`src/rtl/gyro_heading_integrator.sv`:
```
// Single-axis gyro heading integrator: calibrates a rate offset, then integrates
// offset-compensated (optionally IR-fused) rate into a signed heading.
`timescale 1ns/1ps

module gyro_heading_integrator #(
    parameter int unsigned RATE_W    = 16,
    parameter int unsigned FUS_W     = 9,
    parameter int unsigned CAL_LOG2  = 11,
    parameter int unsigned HEAD_W    = 12,
    parameter int unsigned FRAC      = 15,
    parameter int unsigned FUS_SHIFT = 7,
    parameter int unsigned WRAP      = 1
) (
    input  logic              clk,
    input  logic              rst,
    input  logic              strt_cal,
    input  logic              clr_hdg,
    input  logic              vld,
    input  logic [RATE_W-1:0] yaw_rt,
    input  logic [FUS_W-1:0]  IR_Dtrm,
    input  logic              moving,
    input  logic              en_fusion,
    output logic              cal_busy,
    output logic              cal_done,
    output logic              rdy,
    output logic [HEAD_W-1:0] heading,
    output logic [RATE_W-1:0] offset
);

    localparam int unsigned INT_W  = HEAD_W + FRAC;
    localparam int unsigned SUM_W  = INT_W + 1;
    localparam int unsigned COMP_W = RATE_W + 1;
    localparam int unsigned ACC_W  = RATE_W + CAL_LOG2;
    localparam int unsigned CNT_W  = CAL_LOG2 + 1;

    localparam logic [CNT_W-1:0] CNT_FULL = CNT_W'(1) << CAL_LOG2;
    localparam logic [INT_W-1:0] INT_MAX  = {1'b0, {(INT_W-1){1'b1}}};
    localparam logic [INT_W-1:0] INT_MIN  = {1'b1, {(INT_W-1){1'b0}}};

    typedef enum logic [1:0] {IDLE, CAL, RUN} state_t;
    typedef enum logic [1:0] {TAG_NONE, TAG_CAL, TAG_RUN} tag_t;

    state_t                    state, state_nxt;
    logic                      cal_fin;
    tag_t                      tag1;
    logic signed [COMP_W-1:0]  s1;
    logic signed [ACC_W-1:0]   acc;
    logic [CNT_W-1:0]          cnt;
    logic signed [INT_W-1:0]   integ;
    logic signed [SUM_W-1:0]   fus;
    logic signed [SUM_W-1:0]   sum;
    logic [INT_W-1:0]          integ_upd;

    // State register
    always_ff @(posedge clk) begin
        if (rst) state <= IDLE;
        else     state <= state_nxt;
    end

    // Next state; restart has priority over completion
    always_comb begin
        state_nxt = state;
        cal_fin   = 1'b0;
        case (state)
            IDLE: if (strt_cal) state_nxt = CAL;
            CAL: begin
                if (strt_cal) begin
                    state_nxt = CAL;
                end else if (cnt == CNT_FULL) begin
                    state_nxt = RUN;
                    cal_fin   = 1'b1;
                end
            end
            RUN: if (strt_cal) state_nxt = CAL;
            default: state_nxt = IDLE;
        endcase
    end

    // Stage 1: capture and tag the sample with the state it belongs to
    always_ff @(posedge clk) begin
        if (rst) begin
            tag1 <= TAG_NONE;
            s1   <= '0;
        end else begin
            tag1 <= TAG_NONE;
            if (vld && !strt_cal && !cal_fin) begin
                if (state == RUN) begin
                    tag1 <= TAG_RUN;
                    s1   <= COMP_W'($signed(yaw_rt)) - COMP_W'($signed(offset));
                end else if (state == CAL) begin
                    tag1 <= TAG_CAL;
                    s1   <= COMP_W'($signed(yaw_rt));
                end
            end
        end
    end

    // Integrator next value, wrapping or saturating
    always_comb begin
        fus = '0;
        if (en_fusion) fus = SUM_W'($signed(IR_Dtrm)) <<< FUS_SHIFT;
        sum = SUM_W'(integ) + SUM_W'(s1) - fus;
        integ_upd = sum[INT_W-1:0];
        if (WRAP == 0 && (sum[SUM_W-1] != sum[SUM_W-2]))
            integ_upd = sum[SUM_W-1] ? INT_MIN : INT_MAX;
    end

    // Stage 2: calibration accumulation, integration and completion
    always_ff @(posedge clk) begin
        if (rst) begin
            acc      <= '0;
            cnt      <= '0;
            integ    <= '0;
            offset   <= '0;
            cal_done <= 1'b0;
            cal_busy <= 1'b0;
            rdy      <= 1'b0;
        end else begin
            cal_done <= 1'b0;
            rdy      <= 1'b0;
            cal_busy <= (state_nxt == CAL);
            if (strt_cal) begin
                acc   <= '0;
                cnt   <= '0;
                integ <= '0;
            end else if (cal_fin) begin
                offset   <= RATE_W'(acc >>> CAL_LOG2);
                integ    <= '0;
                cal_done <= 1'b1;
            end else begin
                if (tag1 == TAG_CAL && state == CAL && cnt != CNT_FULL) begin
                    acc <= acc + ACC_W'(s1);
                    cnt <= cnt + CNT_W'(1);
                end
                if (tag1 == TAG_RUN) begin
                    rdy <= 1'b1;
                    if (moving) integ <= integ_upd;
                end
                if (clr_hdg) integ <= '0;
            end
        end
    end

    assign heading = integ[INT_W-1 -: HEAD_W];

endmodule

```
`config.mk`:
```
export PLATFORM = sky130hd
export DESIGN_NAME = gyro_heading_integrator
export DESIGN_NICKNAME = d
export VERILOG_FILES = /design/src/rtl/gyro_heading_integrator.sv
export SDC_FILE = /design/constraint.sdc
export NUM_CORES = 1
export LEC_CHECK = 0
export BUFFER_PORTS_ARGS = -buffer_cell sky130_fd_sc_hd__buf_2
export CORE_UTILIZATION = 65
export DETAILED_ROUTE_END_ITERATION = 8
export PLACE_DENSITY = 0.95
export SETUP_SLACK_MARGIN = 0.5
export SLEW_MARGIN = 10
export SYNTH_ARGS = -nofsm -noshare
export SYNTH_HDL_FRONTEND = slang
export SYNTH_SLANG_ARGS = --single-unit
```
`constraint.sdc`:
```
create_clock -name clk -period 10.35 [get_ports clk]
set_input_delay 2.5875 -clock clk [delete_from_list [all_inputs] [get_ports clk]]
set_output_delay 2.5875 -clock clk [all_outputs]
set_load 0.03 [all_outputs]
```
== After elaboration in Yosys (flattened, before gate mapping) ==
Cells that the tools add are included.
Word-level totals
  bits in registers: 106
  output and inout bits: 31
Operators by class
  add/sub/neg operators: 5
  equal/unequal tests: 7
  muxes and demuxes: 14
  bitwise gates (word level): 3
  reductions and logical operators: 18
Operator list (count)
  adder 27 x 17 -> 27 bit: 2
  two-way mux 17 bit: 2
  two-way mux 27 bit: 1
  subtractor 27 bit: 1
  subtractor 16 x 16 -> 17 bit: 1
  adder 12 x 1 -> 12 bit, second input constant: 1
  equality test 12 bit, second input constant: 1
  != test 12 bit, second input constant: 1
  two-way mux 2 bit: 4
  AND reduction 2 bit: 4
  equality test 2 x 1 -> 1 bit, second input constant: 3
  two-way mux 1 bit: 6
  OR reduction 2 bit: 3
  OR reduction 3 bit: 2
  equality test 2 bit, second input constant: 2
  logical AND 1 bit: 4
  one-hot mux 2 bit (2 select lines): 1
  OR reduction 4 bit: 1
  NOT 1 bit: 3
  logical NOT 1 bit: 2
  logical NOT 2 bit: 1
  nonzero test 2 bit: 1

== Depth between registers and ports, before layout ==
Gate-level depths: netlist of run 1.
  depth in word-level cells: 8
  depth in mapped cells: 14
  depth with buffers taken out: 13

== Worst setup path before layout of run 1 ==
OpenSTA, ideal clock, no wires.
  path type: input to register
  start: in IR_Dtrm[0]
  end: reg integ[26]
  setup time: 72 ps
  arrival: 5207 ps
  slack: 5072 ps
  stages: 12
  buffers on the path: 0
  path through: and2_1 -> fa_1 -> inv_1 -> ha_1 -> a21o_1 -> or3_1 -> o211ai_1 -> a311oi_1 -> a311oi_1 -> nand2_1 -> o211ai_1 -> mux2i_1
On the way
  cells in the longest elaborated chain, start to end: 2
RTL lines
  start: declaration: RTL line 20  | input logic [FUS_W-1:0] IR_Dtrm,
  two-way mux 27 bit: RTL line 101  | if (en_fusion) fus = SUM_W'($signed(IR_Dtrm)) <<< FUS_SHIFT;
  subtractor 27 bit: RTL line 102  | sum = SUM_W'(integ) + SUM_W'(s1) - fus;
  end signal: assignment: RTL line 137  | if (moving) integ <= integ_upd;
  end: declaration: RTL line 49  | logic signed [INT_W-1:0] integ;
No other way between the ends.
A chain may end at the register's enable or synchronous reset.

== Worst setup path after layout of run 1 ==
  start: in en_fusion
  end: reg integ[20]
On the way
  cells in the longest elaborated chain, start to end: 2
RTL lines
  start: declaration: RTL line 22  | input logic en_fusion,
  two-way mux 27 bit: RTL line 101
  subtractor 27 bit: RTL line 102
No other way between the ends.

==> run_results.csv, run 1 <==
group,metric,value,unit
setup_path,critPathKind,"input pin to register",
synthesis,synth_cells,1131,
synthesis,yosys_warnings,0,
clocking,cts_resized,0,
place,hpwl,16000,um
routing,postRouteAntennaNets,0,
clocking,cts_buffers,9,
synthesis,synth_area,8510,um2
synthesis,synth.distinct_cells,65,
setup_path,critPathTopFamily,"compound AO/OA/AOI/OAI gates",
layout,fillCellCount,926,
layout,drive_above_1_share,8.10,%
sta,rsz0062_at_grt,"false",
setup_path,crit_arrival,5.79,ns
routing,first_iter_violations,693,
synthesis,synth_edf_count,0,
floorplan,die_x,116,um
synthesis,synth-xor-area-share,4.01,%
setup_path,cp_data_required_time,10.58,ns
min_path,hp-class,"register to register",
routing,wl_per_cell,16.1,um
setup_path,crit_path_start_kind,"input pin",
clocking,cts_buffer_depth,2,
sta,min_period,5.56,ns
setup_path,cp_num_buf_inv,2,
routing,first_pass_iters,6,
clocking,clk_latency,0.36,ns
sta,fin_hold_ws,0.463,ns
floorplan,die_h,116,um
grt,track_usage,32.8,%
synthesis,yosys_register_bits,106,
sta,finalCritPeriodShare,53.7,%
synthesis,synthMuxAreaShare,1.29,%
sta,setup_viol,0,
sta,timing_hold_violations_final,0,
clocking,cts_setup_buffers,0,
clocking,numClockSinks,106,
routing,avgViaCountPerCell,6.12,
floorplan,core,12700,um2
routing,post-route-drc-count,0,
layout,fin_area,9100,um2
floorplan,std_cell_rows,41,
sta,fmax,0.180,GHz
layout,nets,1291,
synthesis,syn_nets,1265,
synthesis,yosys.area_share.simple,22.2,%
floorplan,start_util,67.1,%
grt,antenna_found_initial,0,
place,gp_congestion,0.900,
routing,route.vias.total,8156,
sta,tns,0,ns
setup_path,cp_max_fo,9,
synthesis,yosys_most_used_dff,"dfxtp_1",
sta,relSlewSlack,35.9,%
setup_path,critPathMaxStageDelay,0.55,ns
layout,diodes,0,
pwr,cellLeakagePower,0.00390,uW
clocking,cts_tree,"yes",
setup_path,path_cells,"buf_2 > and2_1 > fa_1 > inv_1 > ha_1 > a21o_1 > o21bai_1 > o211ai_1 > a211oi_1 > o21ai_0 > o31ai_1 > mux2i_1 > o31ai_1",
pwr,p_per_area,102,nW/um2
clocking,htreeDepth,3,
synthesis,synth_seq_area_share,24.9,%
floorplan,die_area,13600,um2
pwr,ir_worst_vdd,0.0736,mV
setup_path,crit_top_cell,"o31ai_1",
place,dpl_cell_area,8810,um2
grt,grt_max_degree,40,
place,port_buffers,62,
layout,syn_to_final_growth,6.97,%
run,max_cap_violations,0,
synthesis,synth_adder_area_share,16.9,%
floorplan,io_pins,63,
setup_path,critPathSlowestCell,"a211oi_1",
synthesis,synth_compound_area_share,21.9,%
grt,grt-ovfl-total,0,
sta,fin_skew,0.00609,ns
status,status,"complete, no violations",
sta,maxSlewViolCount,0,
synthesis,postSynthAreaPerCell,7.52,um2
grt,grt_pass1_vias,7718,
routing,routed_wl,21500,um
sta,worstMarginPinSlew,0.959,ns
clocking,clkSlewWorstSetupHoldPaths,0.07,ns
synthesis,synthArstFlopShare,0,%
clocking,cts_root_buf,"clkbuf_16",
setup_path,cp-end-kind,"register",
grt,grt_pass1_wl,35100,um
clocking,ctsHoldBuffers,0,
synthesis,synth_top_family_by_area,"simple AND/OR/NAND/NOR gates",
[metrics by stage]
| step | worst slack, ns | instances | power (uW) | util, % |
|---|---|---|---|---|
| 2_1_floorplan | 5.07 | 1131 | 553 | - |
| 3_3_place_gp | 4.67 | 1318 | 586 | 69.6 |
| 3_5_place_dp | 4.51 | 1318 | 592 | 69.6 |
| 4_1_cts | 4.89 | 1333 | 923 | 71.8 |
| 5_1_grt | 4.65 | 1333 | 966 | 71.8 |
| 6_report | 4.79 | 1333 | 928 | 71.8 |
[cell usage in the layout, fill, tap and decap left out, types with 12 or more instances in the layout]
cell and n:
inv_1 129, a211oi_1 23, o21bai_1 16, or3_1 13
nand4_1 13, o21ai_0 40, nand2b_1 18, buf_2 62
a21oi_1 125, and2_1 12, xnor2_1 26, dfxtp_1 106
nand3_1 36, nand2_1 139, nor3_1 18, a21o_1 23
nor2_1 83, ha_1 81, xor2_1 13, fa_1 21
and3_1 17
[tightest hold or removal path, cell delays in order (launching register included)]
cell	delay, ns
dfxtp_1	0.32
nand2_1	0.05
a21oi_1	0.05
[worst paths after layout]
kind	endpoint	start	slack, ns	cells after the start
worst max-delay path	integ[20]	en_fusion	4.79	13
worst min-delay path	integ[0]	integ[0]	0.46	2
worst max register to register	integ[26]	s1[16]	6.68	13
worst min register to register	integ[0]	integ[0]	0.46	2
[cell families (layout without fill, tap and decap cells)]
family          count (synthesis)  after routing
fa+ha+maj                     102            102
buf+inv                       183            213
flops                         106            106
compound gates                299            299
xor+xnor                       39             39
simple gates                  391            391
mux                            11             11
[synthesized netlist by cell type, drive strengths merged (18+ instances only)]
master	count	area share, %
nand2	140	6.2
inv	129	5.7
a21oi	125	7.4
dfxtp	106	25
nor2	83	3.7
ha	81	12
o21ai	43	2.7
nand3	36	2.1
clkbuf	29	1.3
xnor2	26	2.7
a211oi	24	2.2
buf	24	1.8
a21o	23	2.0
fa	21	4.9
nand2b	18	1.3
nor3	18	1.1
[layout make-up]
| cell class | instances | area (um2) | share of cell area (%) |
|---|---|---|---|
| clock buffers | 9 | 225 | 2.47 |
| repair buffers | 68 | 355 | 3.90 |
| multi-input cells | 842 | 5630 | 61.9 |
| clock inverters | 6 | 61.3 | 0.674 |
| inverters | 130 | 488 | 5.36 |
| flip-flops and latches | 106 | 2120 | 23.3 |
| well taps | 172 | 215 | 2.36 |
[flip-flops by register name, summed over array words and instances, names as in the netlist]
name and flops:
acc 27, cal_busy 1, cal_done 1, cnt 12, integ 27, offset 16, rdy 1, s1 17
state 2, tag1 2
[routing by layer]
| layer | vias up | GRT usage, % | wire length, um |
|---|---|---|---|
| met3 | 82 | 7.06 | 1470 |
| met2 | 339 | 55.4 | 10300 |
| li1 | 3938 | - | - |
| met1 | 3797 | 38.9 | 8840 |
| met4 | 0 | 17.9 | 900 |
| met5 | - | 0 | 0 |
[power by group]
| group | switching [uW] | total [uW] | internal, uW |
|---|---|---|---|
| clock | 171 | 339 | 168 |
| combinational | 106 | 174 | 68.0 |
| sequential | 4.48 | 415 | 411 |
(Power assumes the default switching activity.)
==> run 2, diff against run 1 <==
- ABC_AREA: not set -> 1
- CORE_UTILIZATION: 65 -> 57
- PLACE_DENSITY: 0.95 -> 0.9
- clock period: 10.35 -> 4.94 ns (I/O delays scaled with it)
==> run 2 against run 1 <==
  * Flip-flop and latch count unchanged
  * Total power increased by 130%
  * Clock power rose by 130%
  * Non-clock buffer count is 1 lower
  * Wire length rose by 25%
  * Sequential share of layout area shrank 3.7 points
  * Global-route usage shrank 2.2 points
  * Final cell count is 51% higher
  * Final area rose by 19%
  * Sequential power is 110% higher
  * Die area up 35%
  * Worst setup slack got worse by 3.4 ns
  * Highest routed layer unchanged
==> run_results.csv, run 2 <==
group,metric,value,unit
routing,route.vias.total,10500,
setup_path,crit_path_start_kind,"input pin",
synthesis,netlist_top_cells_area,"dfxtp_1, nand2_1, inv_1",
sta,maxSlewViolCount,0,
synthesis,yosys_warnings,0,
synthesis,synth.distinct_cells,32,
clocking,cts_setup_buffers,0,
floorplan,die_x,135,um
synthesis,postSynthAreaPerCell,5.78,um2
sta,fin_skew,0.0106,ns
pwr,seq_power_share,40.6,%
routing,avgViaCountPerCell,5.23,
sta,timing_hold_violations_final,0,
clocking,numClockSinks,106,
synthesis,synth_area,10100,um2
grt,grt_pass1_vias,9662,
routing,first_pass_iters,5,
setup_path,critPathMaxStageDelay,0.51,ns
pwr,p_switching,714,uW
pwr,power_frac_clock,36.7,%
sta,fmax,0.283,GHz
setup_path,critPathSlowestCell,"fa_1",
synthesis,synth_seq_area_share,21.0,%
clocking,clk_latency,0.37,ns
clocking,cts_root_buf,"clkbuf_16",
layout,multiInputGateArea,6250,um2
layout,diodes,0,
clocking,cts_resized,0,
clocking,cts_buffer_depth,2,
floorplan,core,17300,um2
floorplan,io_pins,63,
clocking,cts_tree,"yes",
sta,rsz0062_at_grt,"false",
floorplan,die_area,18300,um2
clocking,htreeDepth,3,
synthesis,syn_nets,1885,
layout,most-common-layout-cells,"nand2_1, inv_1, nor2_1, nand3_1, a21oi_1",
setup_path,crit_top_cell,"nand2_1",
routing,postRouteAntennaNets,0,
setup_path,critPathKind,"input pin to register",
setup_path,cp-end-kind,"register",
pwr,swShare,33.4,%
floorplan,std_cell_rows,48,
sta,relSlewSlack,31.7,%
layout,largestRegisters,"acc: 27 flops, integ: 27 flops, s1: 17 flops",
synthesis,yosys_most_used_dff,"dfxtp_1",
run,max_cap_violations,0,
pwr,p_per_area,197,nW/um2
sta,setup_viol,0,
layout,final_common_cell,"nand2_1",
pwr,p_int,1420,uW
sta,min_period,3.53,ns
layout,fin_util,62.7,%
synthesis,synth_edf_count,0,
pwr,ir_worst_vdd,0.181,mV
grt,grt_pass1_wl,44700,um
pwr,p_comb_share,22.7,%
min_path,hp-class,"register to register",
setup_path,crit_arrival,3.80,ns
layout,seqCellArea,2120,um2
grt,grt-ovfl-total,0,
grt,antenna_found_initial,0,
clocking,cts_buffers,9,
routing,post-route-drc-count,0,
floorplan,die_h,135,um
grt,grt_max_degree,68,
synthesis,ys_top_cells_by_count,"nand2_1, inv_1, nor2_1",
floorplan,start_util,58.5,%
synthesis,synth_area_leader_cell,"dfxtp_1",
layout,fillCellCount,1662,
layout,drive_above_1_share,5.25,%
synthesis,synth_top_area_share,21.0,%
pwr,cellLeakagePower,0.00605,uW
sta,tns,0,ns
status,status,"complete, no violations",
layout,syn_to_final_growth,7.06,%
routing,routed_wl,27000,um
synthesis,synthArstFlopShare,0,%
place,hpwl,21500,um
clocking,clkSlewWorstSetupHoldPaths,0.08,ns
synthesis,yosysMostFrequentCell,"nand2_1",
grt,track_usage,30.6,%
layout,nets,1921,
synthesis,yosys_register_bits,106,
routing,first_iter_violations,733,
setup_path,cp_max_fo,11,
setup_path,cp_data_required_time,5.21,ns
sta,finalCritPeriodShare,71.4,%
synthesis,synth_cells,1751,
routing,wl_per_cell,13.4,um
sta,worstMarginPinSlew,1.02,ns
setup_path,path_cells,"buf_2 > nand2_1 > inv_1 > fa_1 > inv_1 > ha_1 > nand2_1 > inv_1 > a21oi_1 > nand2_1 > nand2_1 > nand3_1 > nand2_1 > nand3_1 > nand2_1 > inv_1",
place,gp_congestion,0.996,
clocking,ctsHoldBuffers,0,
place,port_buffers,62,
-- run 2: cell types whose count changed after synthesis, moves of 20 or more --
| cell | previous run | this run |
|---|---|---|
| nand2_1 | 139 | 546 |
| nor2_1 | 83 | 166 |
| a211oi_1 | 23 | 3 |
| nand3_1 | 36 | 116 |
| a21o_1 | 23 | 2 |
| inv_1 | 129 | 405 |
-- run 2: cell type report --
type                       instances  area share (%)
multi-input combinational       1197            57.7
sequential                       106            19.6
inverter                         406            14.1
timing repair buffer              67            3.21
tap                              225            2.60
clock buffer                      10            2.11
clock inverter                     6           0.774
-- run 2: path summary, 6_finish.rpt --
check / from / end / slack (ns) / cells after the start
hold reg to reg: cnt[10] / cnt[10] / 0.46 / 2
setup reg to reg: s1[16] / integ[19] / 2.14 / 13
hold / removal: cnt[10] / cnt[10] / 0.46 / 2
setup / recovery: en_fusion / integ[24] / 1.41 / 16
-- run 2: worst max-delay path: cells and delay by family --
family / cells / cell delay (ns)
and+or+nand+nor: 8 / 0.80
adders and majority gates: 2 / 0.79
buffers and inverters: 5 / 0.76
AOI/OAI and AO/OA: 1 / 0.21
-- run 2: power groups by stage --
stage / registers, uW / clock network, uW / logic, uW
2_1_floorplan: 888 / 0 / 351
3_3_place_gp: 889 / 0 / 465
3_5_place_dp: 889 / 0 / 473
4_1_cts: 869 / 798 / 476
5_1_grt: 870 / 832 / 548
6_report: 869 / 784 / 485
-- run 2: metrics by stage --
stage | power (uW) | worst slack [ns] | hold slack, ns | cell area (um2) | cells
floorplan | 1240 | 1.39 | 0.436 | 10100 | 1751
global placement | 1350 | 1.17 | 0.449 | 10500 | 2001
detailed placement | 1360 | 1.06 | 0.457 | 10500 | 2001
CTS | 2140 | 1.45 | 0.468 | 10800 | 2017
global route | 2250 | 1.17 | 0.498 | 10800 | 2017
finish | 2140 | 1.41 | 0.463 | 10800 | 2017
-- run 2: kinds of logic (layout without fill, tap and decap cells) --
kind of cell             count (synthesis)  after routing  share of synthesized area, %
AO/OA/AOI/OAI                          180            180                          9.33
XOR/XNOR                                28             28                          2.42
adder cells (fa/ha/maj)                102            102                          14.2
buffers and inverters                  448            489                          17.4
flip-flops                             106            106                          21.0
AND/OR/NAND/NOR                        887            887                          35.7
-- run 2: metal layers --
| metal | vias to the layer above | global-route usage, % | part of all wire, % |
|---|---|---|---|
| met4 | 0 | 8.49 | 1.9 |
| li1 | 5371 | - | - |
| met3 | 45 | 4.30 | 6.0 |
| met1 | 4790 | 40.7 | 46 |
| met2 | 341 | 51.5 | 47 |
| met5 | - | 0 | 0 |
==> run 3, diff against run 2 <==
- CORE_UTILIZATION: 57 -> 63
- PLACE_DENSITY: 0.9 -> 0.93
- clock period: 4.94 -> 3.5 ns (I/O delays scaled with it)
==> run 3 against run 2 <==
  * Die area fell by 9.4%
  * Combinational power grew 59%
  * Wire length increased by 3.2%
  * Total power increased by 42%
  * Worst setup slack lost 0.81 ns
  * Final area increased by 2.8%
  * Critical path type unchanged
  * Critical endpoint is now integ[12]
==> run_results.csv, run 3 (same netlist as run 2, synthesis figures left out) <==
group,metric,value,unit
pwr,p_per_area,272,nW/um2
pwr,p_comb_share,25.4,%
routing,avgViaCountPerCell,5.26,
pwr,swShare,34.1,%
status,status,"complete, no violations",
routing,first_pass_iters,8,
place,hpwl,22200,um
setup_path,path_cells,"clkbuf_4 > nand2_1 > inv_1 > fa_1 > inv_1 > ha_1 > nand2_1 > nor2_1 > nand2_1 > nand2_1 > inv_1 > nor2_1 > nor2_1 > nand2_1 > nand3_1 > nand2_1 > inv_1",
sta,worstMarginPinSlew,0.766,ns
floorplan,die_h,129,um
pwr,power_frac_clock,34.1,%
min_path,holdPathEnd,"cnt[10]",
setup_path,critPathKind,"input pin to register",
min_path,hp-start,"cnt[10]",
routing,postRouteAntennaNets,0,
grt,grt-ovfl-total,0,
sta,min_period,2.90,ns
clocking,cts_tree,"yes",
grt,track_usage,34.9,%
min_path,holdPathStages,2,
setup_path,rr_worst_depth,14,
sta,fin_skew,0.0113,ns
setup_path,cp_max_fo,9,
pwr,p_switching,1030,uW
run,max_cap_violations,0,
min_path,hp-class,"register to register",
pwr,seq_power_share,40.5,%
clocking,cts_buffer_depth,2,
routing,wl_per_cell,13.8,um
place,port_buffers,62,
layout,largestRegisters,"acc: 27 flops, integ: 27 flops, s1: 17 flops",
routing,post-route-drc-count,0,
setup_path,r2r_start,"s1[16]",
floorplan,start_util,65.6,%
clocking,cts_root_buf,"clkbuf_16",
setup_path,crit_path_start_kind,"input pin",
routing,first_iter_violations,930,
clocking,numClockSinks,106,
grt,grt_pass1_vias,9840,
layout,drive_above_1_share,8.43,%
pwr,ir_worst_vdd,0.260,mV
clocking,ctsHoldBuffers,0,
floorplan,die_area,16600,um2
place,gp_congestion,1.02,
setup_path,cp-end-kind,"register",
grt,grt_pass1_wl,45800,um
floorplan,io_pins,63,
floorplan,die_x,129,um
grt,antenna_found_initial,0,
sta,tns,0,ns
layout,final_common_cell,"nand2_1",
setup_path,r2r-end,"integ[21]",
sta,finalCritPeriodShare,82.8,%
clocking,htreeDepth,3,
layout,diodes,0,
setup_path,critPathSlowestCell,"fa_1",
setup_path,cp_num_buf_inv,5,
setup_path,cp_data_required_time,3.77,ns
sta,timing_hold_violations_final,0,
floorplan,std_cell_rows,45,
sta,maxSlewViolCount,0,
setup_path,critPathTopFamily,"simple AND/OR/NAND/NOR gates",
grt,grt_max_degree,48,
sta,rsz0062_at_grt,"true",
sta,fmax,0.345,GHz
routing,routed_wl,27900,um
floorplan,core,15400,um2
pwr,cellLeakagePower,0.00611,uW
clocking,clkSlewWorstSetupHoldPaths,0.07,ns
clocking,cts_buffers,9,
layout,most-common-layout-cells,"nand2_1, inv_1, nor2_1, nand3_1, dfxtp_1",
setup_path,reg2reg_slack,0.82,ns
setup_path,crit_top_cell,"nand2_1",
sta,setup_viol,0,
setup_path,crit_arrival,3.17,ns
pwr,p_int,2000,uW
setup_path,critPathMaxStageDelay,0.47,ns
sta,relSlewSlack,48.9,%
pwr,totalPowerFinal,3030,uW
layout,syn_to_final_growth,10.0,%
routing,route.vias.total,10600,
layout,nets,1932,
clocking,clk_latency,0.37,ns
[run 3: cell count changes in the layout (fill, tap and decap cells not counted), moves of 4 or more]
cell     change
a21oi_1      -6
a21oi_2      +6
buf_4       +10
ha_1        -10
ha_4         +9
inv_1        -5
inv_2        +4
nand2_1     -11
nand2_2      +8
nor2_1      -10
nor2_2       +5
nor2_4       +5
[run 3: what timing repair did]
action	in CTS	in global routing
setup endpoints to repair	0	13
setup buffers	0	1
gates resized for setup	0	16
[run 3: area by class of cell]
| type | instances | area (um2) |
|---|---|---|
| Clock inverter | 6 | 47.5 |
| Fill cell | 1354 | 4290 |
| Inverter | 406 | 1530 |
| Tap cell | 211 | 264 |
| Multi-Input combinational cell | 1197 | 6500 |
| Timing Repair Buffer | 78 | 440 |
| Sequential cell | 106 | 2120 |
| Clock buffer | 10 | 239 |
[run 3: worst max-delay path by stage]
stage / from / endpoint / depth (start not counted)
6_report: en_fusion / integ[12] / 17
5_1_grt: en_fusion / integ[24] / 16
4_1_cts: en_fusion / integ[24] / 16
3_5_place_dp: en_fusion / integ[24] / 16
3_3_place_gp: en_fusion / integ[24] / 16
2_1_floorplan: en_fusion / integ[23] / 15
[run 3: power groups by stage]
stage / Clock, uW / Sequential, uW / Combinational, uW
2_1_floorplan: 0 / 1250 / 548
3_3_place_gp: 0 / 1250 / 710
3_5_place_dp: 0 / 1250 / 726
4_1_cts: 1040 / 1230 / 733
5_1_grt: 1080 / 1230 / 856
6_report: 1030 / 1230 / 770
[run 3: tightest hold or removal path: cells and delay by family (launching register included)]
family	cells	cell delay [ns]
AOI/OAI and AO/OA	1	0.05
DFF	1	0.31
and+or+nand+nor	1	0.06
[run 3: metrics by stage]
step,util (%),worst slack [ns],cell area [um2],std cells,hold WS [ns]
after floorplan,-,0.373,10300,1751,0.436
after CTS,71.8,0.593,11100,2013,0.469
after detailed placement,69.9,0.211,10800,1997,0.459
after global routing,72.2,0.475,11100,2014,0.487
after global placement,69.9,0.250,10800,1997,0.449
final,72.2,0.602,11100,2014,0.470
[run 3: metal layers]
| metal | share of wire, % | track usage [%] | vias to the layer above |
|---|---|---|---|
| li1 | - | - | 5392 |
| met1 | 44 | 45.6 | 4768 |
| met2 | 46 | 59.1 | 378 |
| met3 | 7.3 | 4.62 | 64 |
| met4 | 2.6 | 12.5 | 0 |
| met5 | 0 | 0 | - |
